`config.mk`:
```
export PLATFORM = sky130hd
export DESIGN_NAME = seg7_scan_ctrl
export DESIGN_NICKNAME = d
export VERILOG_FILES = /design/src/rtl/seg7_pkg.sv /design/src/rtl/seg7_scan_ctrl_decode.sv /design/src/rtl/seg7_scan_ctrl.sv
export SDC_FILE = /design/constraint.sdc
export NUM_CORES = 1
export LEC_CHECK = 0
export CAP_MARGIN = 15
export CORE_MARGIN = 1
export CORE_UTILIZATION = 40
export DETAILED_ROUTE_END_ITERATION = 8
export DONT_BUFFER_PORTS = 1
export MAX_ROUTING_LAYER = met4
export PLACE_DENSITY_LB_ADDON = 0.05
export SLEW_MARGIN = 30
export SYNTH_ARGS = -nofsm -noshare
export SYNTH_HDL_FRONTEND = slang
export SYNTH_HIERARCHICAL = 1
export SYNTH_SLANG_ARGS = --single-unit
```
`constraint.sdc`:
```
create_clock -name clk -period 3.9 [get_ports clk]
set_input_delay 0.78 -clock clk [delete_from_list [all_inputs] [get_ports clk]]
set_output_delay 0.78 -clock clk [all_outputs]
set_load 0.1 [all_outputs]
```
`src/rtl/seg7_pkg.sv`:
```
// Shared types and constants for the 7-segment scan controller.
// Segment order is {a,b,c,d,e,f,g}, active-high.
package seg7_pkg;

    typedef enum logic [1:0] {
        IDLE,
        DRIVE,
        GUARD
    } state_t;

    localparam logic [6:0] SEG_BLANK = 7'b0000000;

    localparam logic [6:0] SEG_CODE [0:9] = '{
        7'b1111110,
        7'b0110000,
        7'b1101101,
        7'b1111001,
        7'b0110011,
        7'b1011011,
        7'b1011111,
        7'b1110000,
        7'b1111111,
        7'b1111011
    };

endpackage

```
`src/rtl/seg7_scan_ctrl_decode.sv`:
```
// Shared BCD to 7-segment decoder; nibbles above 9 decode to blank.
// Ports: bcd (4-bit digit in), seg (segments {a..g} out, active-high).
module bcd_seg_decode
    import seg7_pkg::*;
(
    input  logic [3:0] bcd,
    output logic [6:0] seg
);

    always_comb begin
        seg = SEG_BLANK;
        case (bcd)
            4'd0:    seg = SEG_CODE[0];
            4'd1:    seg = SEG_CODE[1];
            4'd2:    seg = SEG_CODE[2];
            4'd3:    seg = SEG_CODE[3];
            4'd4:    seg = SEG_CODE[4];
            4'd5:    seg = SEG_CODE[5];
            4'd6:    seg = SEG_CODE[6];
            4'd7:    seg = SEG_CODE[7];
            4'd8:    seg = SEG_CODE[8];
            4'd9:    seg = SEG_CODE[9];
            default: seg = SEG_BLANK;
        endcase
    end

endmodule

```
`src/rtl/seg7_scan_ctrl.sv`:
```
// Time-multiplexed common-anode 7-segment scan controller with staged,
// frame-boundary commits. Ports: clk, rst_n, en, load_valid/ready/data,
// blank_lz, dp_mask in; seg_out, dp_out, an_n, frame_done, err_bcd out.
module seg7_scan_ctrl
    import seg7_pkg::*;
#(
    parameter int NUM_DIGITS   = 4,
    parameter int REFRESH_DIV  = 50000,
    parameter int GUARD_CYCLES = 2,
    parameter int DIV_WIDTH    = 16
) (
    input  logic                    clk,
    input  logic                    rst_n,
    input  logic                    en,
    input  logic                    load_valid,
    output logic                    load_ready,
    input  logic [4*NUM_DIGITS-1:0] load_data,
    input  logic                    blank_lz,
    input  logic [NUM_DIGITS-1:0]   dp_mask,
    output logic [6:0]              seg_out,
    output logic                    dp_out,
    output logic [NUM_DIGITS-1:0]   an_n,
    output logic                    frame_done,
    output logic                    err_bcd
);

    localparam int IDX_W = (NUM_DIGITS > 1) ? $clog2(NUM_DIGITS) : 1;
    localparam logic [DIV_WIDTH-1:0] DWELL_LAST = DIV_WIDTH'(REFRESH_DIV - 1);
    localparam logic [DIV_WIDTH-1:0] GUARD_LAST = DIV_WIDTH'(GUARD_CYCLES - 1);
    localparam logic [IDX_W-1:0]     IDX_LAST   = IDX_W'(NUM_DIGITS - 1);

    state_t                  state, nxt_state;
    logic [IDX_W-1:0]        idx, nxt_idx;
    logic [DIV_WIDTH-1:0]    cnt, nxt_cnt;
    logic [4*NUM_DIGITS-1:0] display, staging, nxt_disp;
    logic                    pending;
    logic                    commit, wrap, accept;
    logic [3:0]              nib;
    logic [6:0]              dec_seg;
    logic [NUM_DIGITS-1:0]   lz;
    logic                    run, blank, stage_bad;

    assign load_ready = ~pending;
    assign accept     = load_valid & ~pending;

    always_comb begin
        nxt_state = state;
        nxt_idx   = idx;
        nxt_cnt   = cnt;
        commit    = 1'b0;
        wrap      = 1'b0;
        case (state)
            IDLE: begin
                commit = pending;
                if (en) begin
                    nxt_state = DRIVE;
                    nxt_idx   = '0;
                    nxt_cnt   = '0;
                end
            end
            DRIVE: begin
                if (!en) begin
                    nxt_state = IDLE;
                    nxt_idx   = '0;
                    nxt_cnt   = '0;
                end else if (cnt == DWELL_LAST) begin
                    nxt_state = GUARD;
                    nxt_cnt   = '0;
                end else begin
                    nxt_cnt = cnt + 1'b1;
                end
            end
            GUARD: begin
                if (!en) begin
                    nxt_state = IDLE;
                    nxt_idx   = '0;
                    nxt_cnt   = '0;
                end else if (cnt == GUARD_LAST) begin
                    nxt_state = DRIVE;
                    nxt_cnt   = '0;
                    if (idx == IDX_LAST) begin
                        nxt_idx = '0;
                        wrap    = 1'b1;
                        commit  = pending;
                    end else begin
                        nxt_idx = idx + 1'b1;
                    end
                end else begin
                    nxt_cnt = cnt + 1'b1;
                end
            end
            default: begin
                nxt_state = IDLE;
                nxt_idx   = '0;
                nxt_cnt   = '0;
            end
        endcase
        nxt_disp = commit ? staging : display;
    end

    // lz[i]: digit i and every digit above it are zero (digit 0 excluded)
    always_comb begin
        lz  = '0;
        run = blank_lz;
        for (int i = NUM_DIGITS - 1; i >= 1; i--) begin
            run   = run && (nxt_disp[4*i +: 4] == 4'd0);
            lz[i] = run;
        end
    end

    always_comb begin
        stage_bad = 1'b0;
        for (int i = 0; i < NUM_DIGITS; i++) begin
            stage_bad = stage_bad | (staging[4*i +: 4] > 4'd9);
        end
    end

    assign nib   = nxt_disp[4*nxt_idx +: 4];
    assign blank = lz[nxt_idx] | (nib > 4'd9);

    bcd_seg_decode u_dec (
        .bcd (nib),
        .seg (dec_seg)
    );

    always_ff @(posedge clk or negedge rst_n) begin
        if (!rst_n) begin
            state      <= IDLE;
            idx        <= '0;
            cnt        <= '0;
            display    <= '0;
            staging    <= '0;
            pending    <= 1'b0;
            an_n       <= '1;
            seg_out    <= SEG_BLANK;
            dp_out     <= 1'b0;
            frame_done <= 1'b0;
            err_bcd    <= 1'b0;
        end else begin
            state      <= nxt_state;
            idx        <= nxt_idx;
            cnt        <= nxt_cnt;
            display    <= nxt_disp;
            frame_done <= wrap;
            pending    <= (pending & ~commit) | accept;
            if (accept) begin
                staging <= load_data;
            end
            if (commit) begin
                err_bcd <= stage_bad;
            end
            if (nxt_state == DRIVE && !blank) begin
                an_n    <= ~(NUM_DIGITS'(1) << nxt_idx);
                seg_out <= dec_seg;
                dp_out  <= dp_mask[nxt_idx];
            end else begin
                an_n    <= '1;
                seg_out <= SEG_BLANK;
                dp_out  <= 1'b0;
            end
        end
    end

endmodule

```
==> flow_summary_export.csv <==
group,metric,value,unit
outcome,status,"finished, final reports clean",
logic_synthesis,synth.cell_area,3530,sq um
floorplanning,fp-row-count,33,
global_route,grt_usage,0.193,
detailed_routing,postRouteAntennaNets,0,
setup_path,reg2reg_to,"seg_out[6]$_DFF_PN0_",
layout,fillers,804,
detailed_routing,wire_per_inst,17.6,um
global_route,grt_max_degree,68,
clock_tree,postCtsSetupRepairBufs,0,
logic_synthesis,avgSynthCellArea,10.9,sq um
timing,setup_slack,0.428,ns
power,netSwitchingFraction,0.419,
global_route,grt.overflow.total,0,
layout,multi_input_area,1720,sq um
detailed_routing,vias,2467,
timing,rsz0062_at_grt,"no",
clock_tree,clk_pin_slew,0.08,ns
placed_design,dp_slack,0.486,ns
placed_design,hpwlAfterDp,5440,um
power,p_sw,1.34,mW
clock_tree,cts_inserted_buffers,9,
global_route,antenna_found_initial,0,
logic_synthesis,synth_compound_area_frac,0.113,
layout,drive_gt1_frac,0.201,
setup_path,required,4.13,ns
timing,period_minus_slack,3.47,ns
layout,regArea,1680,sq um
timing,finalMaxSlewViolations,0,
floorplanning,core_area,8380,sq um
timing,finalSetupViolations,0,
detailed_routing,firstDrtPassIters,4,
timing,finClkSkew,0.0103,ns
floorplanning,pin_count,40,
setup_path,r2r_cells,14,
logic_synthesis,synth_top_family_by_area,"simple AND/OR/NAND/NOR gates",
setup_path,worst_setup_path_start_kind,"flop",
clock_tree,root_buffer,"clkbuf_8",
floorplanning,die_y,96.0,um
clock_tree,cts_sinks,67,
setup_path,worstSetupPathType,"flop to flop",
min_path,min_path_type,"input pin to async pin",
global_route,first_global_vias,2406,
power,power_frac_comb,0.393,
setup_path,rr_startpoint,"state[0]$_DFF_PN0_",
placed_design,gp_congestion,0.793,
setup_path,cp_max_fo,15,
timing,tightest_slew,0.912,ns
clock_tree,insertion_delay,0.35,ns
logic_synthesis,synth_nets,363,
floorplanning,die_x,96.0,um
detailed_routing,wirelength,7710,um
floorplanning,start_util,0.421,
timing,hold_violations,0,
clock_tree,cts_tree,"yes",
logic_synthesis,synth-seq-area-share,0.476,
power,leakagePower,1.62,nW
layout,nets,366,
logic_synthesis,synth_simple_gate_area_frac,0.162,
logic_synthesis,ys_ff_latch,67,
timing,hold_slack,0.114,ns
power,ir_worst_vdd,0.305,mV
layout,final_core_utilization,0.460,
logic_synthesis,synthAdderAreaFrac,0.0461,
power,clkPwrFrac,0.204,
placed_design,io_buffers,0,
timing,tns,0,ns
setup_path,reg2reg_setup_slack,0.43,ns
logic_synthesis,synth-edff-count,0,
power,seqPwrFrac,0.403,
detailed_routing,via_per_inst,5.63,
timing,finalCritPeriodShare,0.890,
detailed_routing,drc,0,
power,p_per_area,832,nW/um^2
layout,syn_to_final_growth,9.21,%
logic_synthesis,syn_inst,325,
floorplanning,die_area,9210,sq um
detailed_routing,drt-initial-drc-count,111,
clock_tree,ctsResizeCount,0,
run,cap_violations,0,
logic_synthesis,ys.flop_type,"dfrtp_1",
power,p_int,1.87,mW
logic_synthesis,muxShareOfSynthArea,0.146,
clock_tree,ctsHtreeMaxLevel,3,
logic_synthesis,synthArstFlopShare,1.00,
logic_synthesis,ys_types,55,
clock_tree,hold_buffers,0,
timing,slew-limit-headroom,0.392,
setup_path,arrival,3.71,ns
logic_synthesis,yosys.area_share.xor_xnor,0.0198,
logic_synthesis,ys_warn_count,6,
layout,n_antenna_cell,0,
timing,fmax,288,MHz
setup_path,cp-end-kind,"flop",
clock_tree,cts_buffer_depth,2,
global_route,grt_pass1_wl,12800,um
[per-layer routing]
| metal | track usage | up-vias | share of wire |
|---|---|---|---|
| met2 | 0.271 | 54 | 0.43 |
| met3 | 0.0529 | 9 | 0.039 |
| met4 | 0.0535 | 0 | 0.012 |
| li1 | - | 1188 | - |
| met5 | - | - | 0 |
| met1 | 0.273 | 1216 | 0.52 |
[how the worst max path moves through the flow]
stage,to,start,cells after the start
2_1_floorplan,seg_out[3]$_DFF_PN0_,en,12
3_3_place_gp,seg_out[6]$_DFF_PN0_,cnt[1]$_DFFE_PN0P_,15
3_5_place_dp,an_n[0]$_DFF_PN1_,state[0]$_DFF_PN0_,8
4_1_cts,an_n[0]$_DFF_PN1_,state[0]$_DFF_PN0_,8
5_1_grt,seg_out[3]$_DFF_PN0_,state[0]$_DFF_PN0_,14
6_report,seg_out[6]$_DFF_PN0_,state[0]$_DFF_PN0_,14
[metrics by stage]
stage | total power [mW] | instances | cell area [sq um]
finish | 3.21 | 438 | 3860
global route | 3.44 | 438 | 3860
CTS | 3.24 | 438 | 3860
detailed placement | 2.56 | 422 | 3630
global placement | 2.56 | 422 | 3630
floorplan | 2.33 | 325 | 3530
[worst max-delay path, cell delays in order (launching register included)]
cell and delay (ns):
dfrtp_1 0.42, inv_1 0.10, ha_1 0.30, nand4_1 0.18, o21a_1 0.58, mux2_1 0.41
nor2b_1 0.14, a221o_1 0.41, inv_2 0.15, ha_1 0.15, nor2_1 0.04, a21oi_1 0.22
o22ai_1 0.12, nand3_1 0.08, nor2_1 0.05
[area by class of cell]
cell class | instances | share of cell area
clock buffers | 9 | 0.0321
clock inverters | 7 | 0.0259
inverters | 13 | 0.0127
multi-input cells | 230 | 0.446
flip-flops and latches | 67 | 0.436
well taps | 105 | 0.0341
repair buffers | 7 | 0.0136
[state kept, by name, summed over array words and instances (netlist names)]
| signal | flops |
|---|---|
| an_n | 4 |
| cnt | 16 |
| display | 16 |
| dp_out | 1 |
| err_bcd | 1 |
| frame_done | 1 |
| idx | 2 |
| pending | 1 |
| seg_out | 7 |
| staging | 16 |
| state | 2 |
[cells in the mapped netlist, types with 2 or more instances]
cell type,number,share of area
a21oi_1,4,0.0057
a221o_1,3,0.0085
a221oi_1,2,0.0050
a22o_1,3,0.0074
a31oi_1,2,0.0035
and2_1,2,0.0035
and3_1,4,0.0071
buf_1,2,0.0021
buf_2,3,0.0042
buf_6,3,0.0096
clkbuf_1,7,0.0074
dfrtp_1,63,0.45
dfstp_2,4,0.030
ha_1,13,0.046
inv_1,12,0.013
mux2_1,5,0.016
mux2_2,30,0.096
mux2i_1,3,0.0085
mux4_2,3,0.019
nand2_1,11,0.012
nand3_1,20,0.028
nand4_1,4,0.0071
nor2_1,32,0.034
nor2b_1,9,0.016
nor3_1,5,0.0071
nor4_1,4,0.0071
o211ai_1,2,0.0042
o21a_1,5,0.011
o21ai_0,9,0.013
o21ai_1,12,0.017
o22ai_1,7,0.012
o31ai_1,4,0.0085
or4_1,5,0.011
xnor2_1,5,0.012
xor2_1,3,0.0074
[kinds of logic after synthesis]
group | count (synthesis)
compound gates | 60
flops | 67
simple gates | 107
fa+ha+maj | 13
buf+inv | 28
xor+xnor | 8
mux | 42
[power groups by stage]
| stage | clock network (mW) | logic [mW] | registers (mW) |
|---|---|---|---|
| after detailed placement | 0 | 1.26 | 1.31 |
| final | 0.656 | 1.26 | 1.29 |
| after CTS | 0.682 | 1.26 | 1.29 |
| after global routing | 0.710 | 1.40 | 1.33 |
| after global placement | 0 | 1.25 | 1.31 |
| after floorplan | 0 | 1.09 | 1.24 |
[cells in the final DEF (no fill, tap or decap), types with 2 or more instances in the layout]
cell | Yosys | layout
nand2_1 | 11 | 11
nor4_1 | 4 | 4
o211ai_1 | 2 | 2
or4_1 | 5 | 5
clkbuf_8 | 0 | 9
nand3_1 | 20 | 20
mux2_2 | 30 | 30
inv_1 | 12 | 12
and3_1 | 4 | 4
nor2_1 | 32 | 32
a221o_1 | 3 | 3
a31oi_1 | 2 | 2
o21a_1 | 5 | 5
mux4_2 | 3 | 3
nor3_1 | 5 | 5
o21ai_0 | 9 | 9
bufinv_16 | 0 | 2
nand4_1 | 4 | 4
buf_4 | 0 | 7
dfrtp_1 | 63 | 63
o31ai_1 | 4 | 4
ha_1 | 13 | 13
xor2_1 | 3 | 3
xnor2_1 | 5 | 5
mux2i_1 | 3 | 3
clkinv_4 | 0 | 3
o21ai_1 | 12 | 12
a21oi_1 | 4 | 4
and2_1 | 2 | 2
o22ai_1 | 7 | 7
dfstp_2 | 4 | 4
a221oi_1 | 2 | 2
mux2_1 | 5 | 5
a22o_1 | 3 | 3
nor2b_1 | 9 | 9
No activity file was read; power rests on OpenSTA's default activity.
